[src/rtl/alu_issue.sv]
// alu_issue: decode-and-issue stage in front of the 32-bit ALU.
//
// The stage takes one MIPS instruction per cycle with its GPR operands. It
// decodes each instruction into an ALU function code, two operands and the
// side-band flags that EX needs to interpret the ALU's z/v/neq outputs. The
// decoded op is held in a registered elastic buffer, so an EX stall never
// reaches back combinationally into decode.
//
// Build option:
//   ALU_ISSUE_SHIFTV_EN - when defined, SLLV/SRLV/SRAV (funct 04/06/07) are
//                         decoded. When undefined they issue as illegal NOPs,
//                         which removes the rs->b shift-operand path.
//
// Parameters:
//   SKID = 1 : two-entry skid buffer (EMPTY/ONE/TWO), registered in_ready
//   SKID = 0 : single output register, in_ready = ~out_valid | out_ready
//
// Ports:
//   clk, rst             clock, synchronous active-high reset
//   flush                drop every buffered entry and this cycle's input
//   in_valid/in_ready    input handshake
//   in_instr             instruction word
//   in_rs_val/in_rt_val  GPR[rs], GPR[rt]
//   out_valid/out_ready  output handshake toward EX
//   out_aluc             ALU function code
//   out_a/out_b          ALU operands
//   out_wreg/out_wen     destination register and its write enable
//   out_ovf_chk          ALU v raises an overflow trap
//   out_br_eq/out_br_ne  branch-taken conditions on ALU z / neq
//   out_mem_rd/out_mem_wr  load / store
//   out_ill              unsupported instruction, issued as a NOP
module alu_issue #(
   parameter int SKID = 1
) (
   input  logic        clk,
   input  logic        rst,
   input  logic        flush,
   input  logic        in_valid,
   output logic        in_ready,
   input  logic [31:0] in_instr,
   input  logic [31:0] in_rs_val,
   input  logic [31:0] in_rt_val,
   output logic        out_valid,
   input  logic        out_ready,
   output logic [3:0]  out_aluc,
   output logic [31:0] out_a,
   output logic [31:0] out_b,
   output logic [4:0]  out_wreg,
   output logic        out_wen,
   output logic        out_ovf_chk,
   output logic        out_br_eq,
   output logic        out_br_ne,
   output logic        out_mem_rd,
   output logic        out_mem_wr,
   output logic        out_ill
);

   typedef struct packed {
      logic [3:0]  aluc;
      logic [31:0] a;
      logic [31:0] b;
      logic [4:0]  wreg;
      logic        wen;
      logic        ovf_chk;
      logic        br_eq;
      logic        br_ne;
      logic        mem_rd;
      logic        mem_wr;
      logic        ill;
   } dec_t;

   typedef enum logic [1:0] {
      ST_EMPTY = 2'd0,
      ST_ONE   = 2'd1,
      ST_TWO   = 2'd2
   } state_t;

   localparam logic [5:0] OP_RTYPE = 6'h00;
   localparam logic [5:0] OP_BEQ   = 6'h04;
   localparam logic [5:0] OP_BNE   = 6'h05;
   localparam logic [5:0] OP_ADDI  = 6'h08;
   localparam logic [5:0] OP_ADDIU = 6'h09;
   localparam logic [5:0] OP_ANDI  = 6'h0C;
   localparam logic [5:0] OP_ORI   = 6'h0D;
   localparam logic [5:0] OP_XORI  = 6'h0E;
   localparam logic [5:0] OP_LUI   = 6'h0F;
   localparam logic [5:0] OP_LW    = 6'h23;
   localparam logic [5:0] OP_SW    = 6'h2B;

   localparam logic [5:0] FN_SLL  = 6'h00;
   localparam logic [5:0] FN_SRL  = 6'h02;
   localparam logic [5:0] FN_SRA  = 6'h03;
   localparam logic [5:0] FN_ADD  = 6'h20;
   localparam logic [5:0] FN_ADDU = 6'h21;
   localparam logic [5:0] FN_SUB  = 6'h22;
   localparam logic [5:0] FN_SUBU = 6'h23;
   localparam logic [5:0] FN_AND  = 6'h24;
   localparam logic [5:0] FN_OR   = 6'h25;
   localparam logic [5:0] FN_XOR  = 6'h26;
`ifdef ALU_ISSUE_SHIFTV_EN
   localparam logic [5:0] FN_SLLV = 6'h04;
   localparam logic [5:0] FN_SRLV = 6'h06;
   localparam logic [5:0] FN_SRAV = 6'h07;
`endif

   logic [5:0]  w_opcode;
   logic [4:0]  w_rt;
   logic [4:0]  w_rd;
   logic [4:0]  w_shamt;
   logic [5:0]  w_funct;
   logic [31:0] w_imm_sext;
   logic [31:0] w_imm_zext;
   logic        w_unused_rs;
   logic        w_writes;
   dec_t        w_dec;
   logic        w_accept;
   logic        w_pop;

   dec_t        r_head;
   logic        r_out_valid;

   assign w_opcode   = in_instr[31:26];
   assign w_rt       = in_instr[20:16];
   assign w_rd       = in_instr[15:11];
   assign w_shamt    = in_instr[10:6];
   assign w_funct    = in_instr[5:0];
   assign w_imm_sext = {{16{in_instr[15]}}, in_instr[15:0]};
   assign w_imm_zext = {16'h0000, in_instr[15:0]};
   // The rs field selects the register file port upstream; here only its value is used.
   assign w_unused_rs = &{1'b0, in_instr[25:21]};

   // ---------------------------------------------------------------- decode
   always_comb begin
      w_dec    = '0;
      w_writes = 1'b0;
      case (w_opcode)
         OP_RTYPE: begin
            w_dec.wreg = w_rd;
            w_dec.a    = in_rs_val;
            w_dec.b    = in_rt_val;
            w_writes   = 1'b1;
            case (w_funct)
               FN_SLL: begin
                  w_dec.aluc = 4'b0011;
                  w_dec.a    = in_rt_val;
                  w_dec.b    = {27'b0, w_shamt};
               end
               FN_SRL: begin
                  w_dec.aluc = 4'b0111;
                  w_dec.a    = in_rt_val;
                  w_dec.b    = {27'b0, w_shamt};
               end
               FN_SRA: begin
                  w_dec.aluc = 4'b1111;
                  w_dec.a    = in_rt_val;
                  w_dec.b    = {27'b0, w_shamt};
               end
`ifdef ALU_ISSUE_SHIFTV_EN
               // Variable shifts: the ALU only looks at b[4:0].
               FN_SLLV: begin
                  w_dec.aluc = 4'b0011;
                  w_dec.a    = in_rt_val;
                  w_dec.b    = in_rs_val;
               end
               FN_SRLV: begin
                  w_dec.aluc = 4'b0111;
                  w_dec.a    = in_rt_val;
                  w_dec.b    = in_rs_val;
               end
               FN_SRAV: begin
                  w_dec.aluc = 4'b1111;
                  w_dec.a    = in_rt_val;
                  w_dec.b    = in_rs_val;
               end
`endif
               FN_ADD: begin
                  w_dec.aluc    = 4'b0000;
                  w_dec.ovf_chk = 1'b1;
               end
               FN_ADDU: w_dec.aluc = 4'b0000;
               FN_SUB: begin
                  w_dec.aluc    = 4'b0100;
                  w_dec.ovf_chk = 1'b1;
               end
               FN_SUBU: w_dec.aluc = 4'b0100;
               FN_AND:  w_dec.aluc = 4'b0001;
               FN_OR:   w_dec.aluc = 4'b0101;
               FN_XOR:  w_dec.aluc = 4'b0010;
               default: w_dec.ill  = 1'b1;
            endcase
         end
         OP_BEQ, OP_BNE: begin
            // Branches compare rs and rt through the subtractor.
            w_dec.aluc  = 4'b0100;
            w_dec.a     = in_rs_val;
            w_dec.b     = in_rt_val;
            w_dec.wreg  = w_rt;
            w_dec.br_eq = (w_opcode == OP_BEQ);
            w_dec.br_ne = (w_opcode == OP_BNE);
         end
         OP_ADDI, OP_ADDIU, OP_LW, OP_SW: begin
            w_dec.aluc    = 4'b0000;
            w_dec.a       = in_rs_val;
            w_dec.b       = w_imm_sext;
            w_dec.wreg    = w_rt;
            w_dec.ovf_chk = (w_opcode == OP_ADDI);
            w_dec.mem_rd  = (w_opcode == OP_LW);
            w_dec.mem_wr  = (w_opcode == OP_SW);
            w_writes      = (w_opcode != OP_SW);
         end
         OP_ANDI, OP_ORI, OP_XORI, OP_LUI: begin
            w_dec.a    = in_rs_val;
            w_dec.b    = w_imm_zext;
            w_dec.wreg = w_rt;
            w_writes   = 1'b1;
            case (w_opcode)
               OP_ANDI: w_dec.aluc = 4'b0001;
               OP_ORI:  w_dec.aluc = 4'b0101;
               OP_XORI: w_dec.aluc = 4'b0010;
               default: w_dec.aluc = 4'b0110;
            endcase
         end
         default: w_dec.ill = 1'b1;
      endcase
      // Unsupported ops travel down the pipe as a clean NOP with only ill set.
      if (w_dec.ill) begin
         w_dec     = '0;
         w_dec.ill = 1'b1;
         w_writes  = 1'b0;
      end
      w_dec.wen = w_writes & (w_dec.wreg != 5'd0);
   end

   // ---------------------------------------------------------------- buffer
   assign w_accept = in_valid & in_ready;
   assign w_pop    = r_out_valid & out_ready;

   generate
      if (SKID != 0) begin : g_skid
         state_t r_state;
         dec_t   r_skid;
         logic   r_in_ready;

         // r_head is always the oldest entry; r_skid only fills in state TWO.
         always_ff @(posedge clk) begin
            if (rst) begin
               r_state     <= ST_EMPTY;
               r_head      <= '0;
               r_skid      <= '0;
               r_out_valid <= 1'b0;
               r_in_ready  <= 1'b1;
            end else if (flush) begin
               r_state     <= ST_EMPTY;
               r_out_valid <= 1'b0;
               r_in_ready  <= 1'b1;
            end else begin
               case (r_state)
                  ST_EMPTY: begin
                     if (w_accept) begin
                        r_head      <= w_dec;
                        r_state     <= ST_ONE;
                        r_out_valid <= 1'b1;
                     end
                  end
                  ST_ONE: begin
                     if (w_accept && w_pop) begin
                        r_head <= w_dec;
                     end else if (w_accept) begin
                        r_skid     <= w_dec;
                        r_state    <= ST_TWO;
                        r_in_ready <= 1'b0;
                     end else if (w_pop) begin
                        r_state     <= ST_EMPTY;
                        r_out_valid <= 1'b0;
                     end
                  end
                  ST_TWO: begin
                     // in_ready is low here, so no accept can coincide.
                     if (w_pop) begin
                        r_head     <= r_skid;
                        r_state    <= ST_ONE;
                        r_in_ready <= 1'b1;
                     end
                  end
                  default: begin
                     r_state     <= ST_EMPTY;
                     r_out_valid <= 1'b0;
                     r_in_ready  <= 1'b1;
                  end
               endcase
            end
         end

         assign in_ready = r_in_ready;
      end else begin : g_reg
         always_ff @(posedge clk) begin
            if (rst) begin
               r_head      <= '0;
               r_out_valid <= 1'b0;
            end else if (flush) begin
               r_out_valid <= 1'b0;
            end else if (w_accept) begin
               r_head      <= w_dec;
               r_out_valid <= 1'b1;
            end else if (w_pop) begin
               r_out_valid <= 1'b0;
            end
         end

         assign in_ready = ~r_out_valid | out_ready;
      end
   endgenerate

   assign out_valid   = r_out_valid;
   assign out_aluc    = r_head.aluc;
   assign out_a       = r_head.a;
   assign out_b       = r_head.b;
   assign out_wreg    = r_head.wreg;
   assign out_wen     = r_head.wen;
   assign out_ovf_chk = r_head.ovf_chk;
   assign out_br_eq   = r_head.br_eq;
   assign out_br_ne   = r_head.br_ne;
   assign out_mem_rd  = r_head.mem_rd;
   assign out_mem_wr  = r_head.mem_wr;
   assign out_ill     = r_head.ill;

endmodule

[config.mk]
export PLATFORM = sky130hd
export DESIGN_NAME = alu_issue
export DESIGN_NICKNAME = d
export VERILOG_FILES = /design/src/rtl/alu_issue.sv
export SDC_FILE = /design/constraint.sdc
export NUM_CORES = 1
export LEC_CHECK = 0
export CAP_MARGIN = 20
export CORE_MARGIN = 5
export CORE_UTILIZATION = 53
export CTS_CLUSTER_SIZE = 25
export DETAILED_ROUTE_END_ITERATION = 8
export PLACE_DENSITY = 0.86
export SETUP_SLACK_MARGIN = 0.3
export SYNTH_ARGS = -nofsm -noshare
export SYNTH_HDL_FRONTEND = slang
export SYNTH_SLANG_ARGS = --single-unit
[constraint.sdc]
create_clock -name clk -period 4.1 [get_ports clk]
set_input_delay 0.82 -clock clk [delete_from_list [all_inputs] [get_ports clk]]
set_output_delay 0.82 -clock clk [all_outputs]
set_load 0.005 [all_outputs]
==> impl_metrics.yaml <==
synthesis:
  netlist_area_um2: 9140
  synth_ff_type: "dfxtp_1"
  synth_nets: 1223
  synth_edf_count: 0
  yosys_warnings: 0
  synthCells: 1122
  ys_types: 76
  synth_seq_cells: 164
  ys_seq_area_frac: 0.359
  async_reset_ff_frac: 0
  syn_area_per_cell_um2: 8.14
clocking:
  cts_max_level: 4
  cts.sinks: 164
  worstSkewPairLatency_ps: 430
  hold_buffers: 0
  cts-buffers-inserted: 17
  cts.repair.resized: 0
  root_buffer: "clkbuf_16"
  cts_max_path_buffers: 2
  clk_pin_slew_ps: 60
  cts_tree: "built"
  cts_setup_buffers: 0
floorplanning:
  die_width_um: 141
  core_um2: 17100
  rows: 48
  io_pins: 183
  die_h_um: 141
  initial_utilization: 0.534
  die_area_um2: 20000
power:
  power_density_nw_per_um2: 336
  p_total_mw: 3.86
  power.leakage_nw: 4.13
  peakVddDrop_uv: 327
outcome:
  status: "completed"
layout:
  final_nets: 1327
  antennaDiodeCount: 0
  final_common_cell: "clkdlybuf4s50_1"
  areaGrowthSynthToFinish_pct: 26.0
  fin_util: 0.672
  final_cell_mix: "176 x clkdlybuf4s50_1, 164 x dfxtp_1, 122 x a21oi_1"
  layout-drive-gt1-share: 0.0920
setup_path:
  r2r_slack_ps: 1300
  start_kind: "input port"
  crit_type: "input port to register"
  cp-end-kind: "register"
  arrival_ps: 3380
  worstPathMaxFanout: 19
  required_ps: 4460
timing:
  drv_slew: 0
  worstMarginPinSlew_ps: 843
  rsz0062_at_grt: "no"
  finalSetupViolCount: 0
  finalHoldViolCount: 0
  clock_skew_ps: 5.52
  finalCritPeriodShare: 0.739
  slew_headroom: 0.437
  hold_slack_ps: 453
  period_minus_slack_ps: 3030
  tns_ps: 0
  fmax_ghz: 0.330
detailed_routing:
  drc_errors: 0
  viasPerCell: 6.65
  detail-route-antenna-nets: 0
  wl_per_cell_um: 20.5
  drt_pre_antenna_iters: 6
  vias: 9734
  first_iter_violations: 1298
  totalWireLength_um: 30100
global_route:
  overflow: 0
  antenna_found_initial: 0
  grt_use_total: 0.292
  grt_pass1_wl_um: 47600
  grt_start_max_net_pins: 65
  grt_pass1_vias: 8935
placed_design:
  dp_hpwl_um: 20400
  place_congestion: 0.977
  port_buffers: 177
min_path:
  hp-class: "register to register"
job:
  cap_violations: 0
[worst paths after layout]
kind	from	endpoint	cells past startpoint
worst min-delay path	g_skid.r_skid[16]	g_skid.r_skid[16]	2
worst max-delay path	in_instr[27]	g_skid.r_skid[36]	8
worst max register to register	g_skid.r_state[1]	out_a[12]	7
worst min register to register	g_skid.r_skid[16]	g_skid.r_skid[16]	2
[logic make-up after synthesis]
kind of cell	Yosys count	share of synthesized area
compound gates	513	0.410
buf+inv	159	0.0781
mux	1	0.00110
simple gates	285	0.152
flops	164	0.359
[per-stage QoR]
stage,setup slack [ps],std cells,cell area [um2]
floorplan,1740,1122,9140
global placement,725,1432,11000
detailed placement,697,1432,11000
CTS,1130,1464,11500
global route,898,1464,11500
finish,1070,1464,11500
[power by group]
part	internal, mW	switching, mW	total (mW)
Combinational	0.309	0.351	0.660
Clock	0.814	0.707	1.52
Sequential	1.65	0.0355	1.68
[synthesized netlist by cell type, drive strengths merged, types with 26 or more instances]
library cell | number | area share
clkbuf | 60 | 0.025
o311ai | 33 | 0.032
a211oi | 40 | 0.039
inv | 29 | 0.012
o221ai | 34 | 0.033
a21oi | 123 | 0.068
nand3 | 53 | 0.029
o21ai | 52 | 0.028
a41oi | 26 | 0.025
buf | 70 | 0.041
o211ai | 34 | 0.028
dfxtp | 164 | 0.36
nand2 | 101 | 0.042
o31ai | 27 | 0.022
nor2 | 67 | 0.029
a21o | 35 | 0.029
[sequential cells by signal, summed over array words and instances (netlist names), 2 cells and up]
name / cells
out_wreg: 5
g_skid.r_state: 2
out_aluc: 4
g_skid.r_skid: 80
out_b: 32
out_a: 32
[critical path, cell delays in order]
cell and delay (ps):
clkdlybuf4s50_1 650, nor3_4 420, nand2_2 310, nor2_4 350, buf_4 300, buf_4 240, o211ai_1 100, a21oi_1 160
[cell type report]
class,count,area (um2)
flip-flops and latches,164,3280
clock inverters,13,100
multi-input cells,799,5190
repair buffers,215,2090
inverters,29,109
clock buffers,19,453
fillers,1473,5610
well taps,225,282
[metal layers]
layer  GRT usage  share of wire  vias to the layer above
li1            -              -                     4475
met1       0.409           0.41                     4588
met2       0.441           0.45                      585
met3      0.0654           0.11                       86
met4       0.110          0.029                        0
met5           0              0                        -
(Power assumes the default switching activity.)
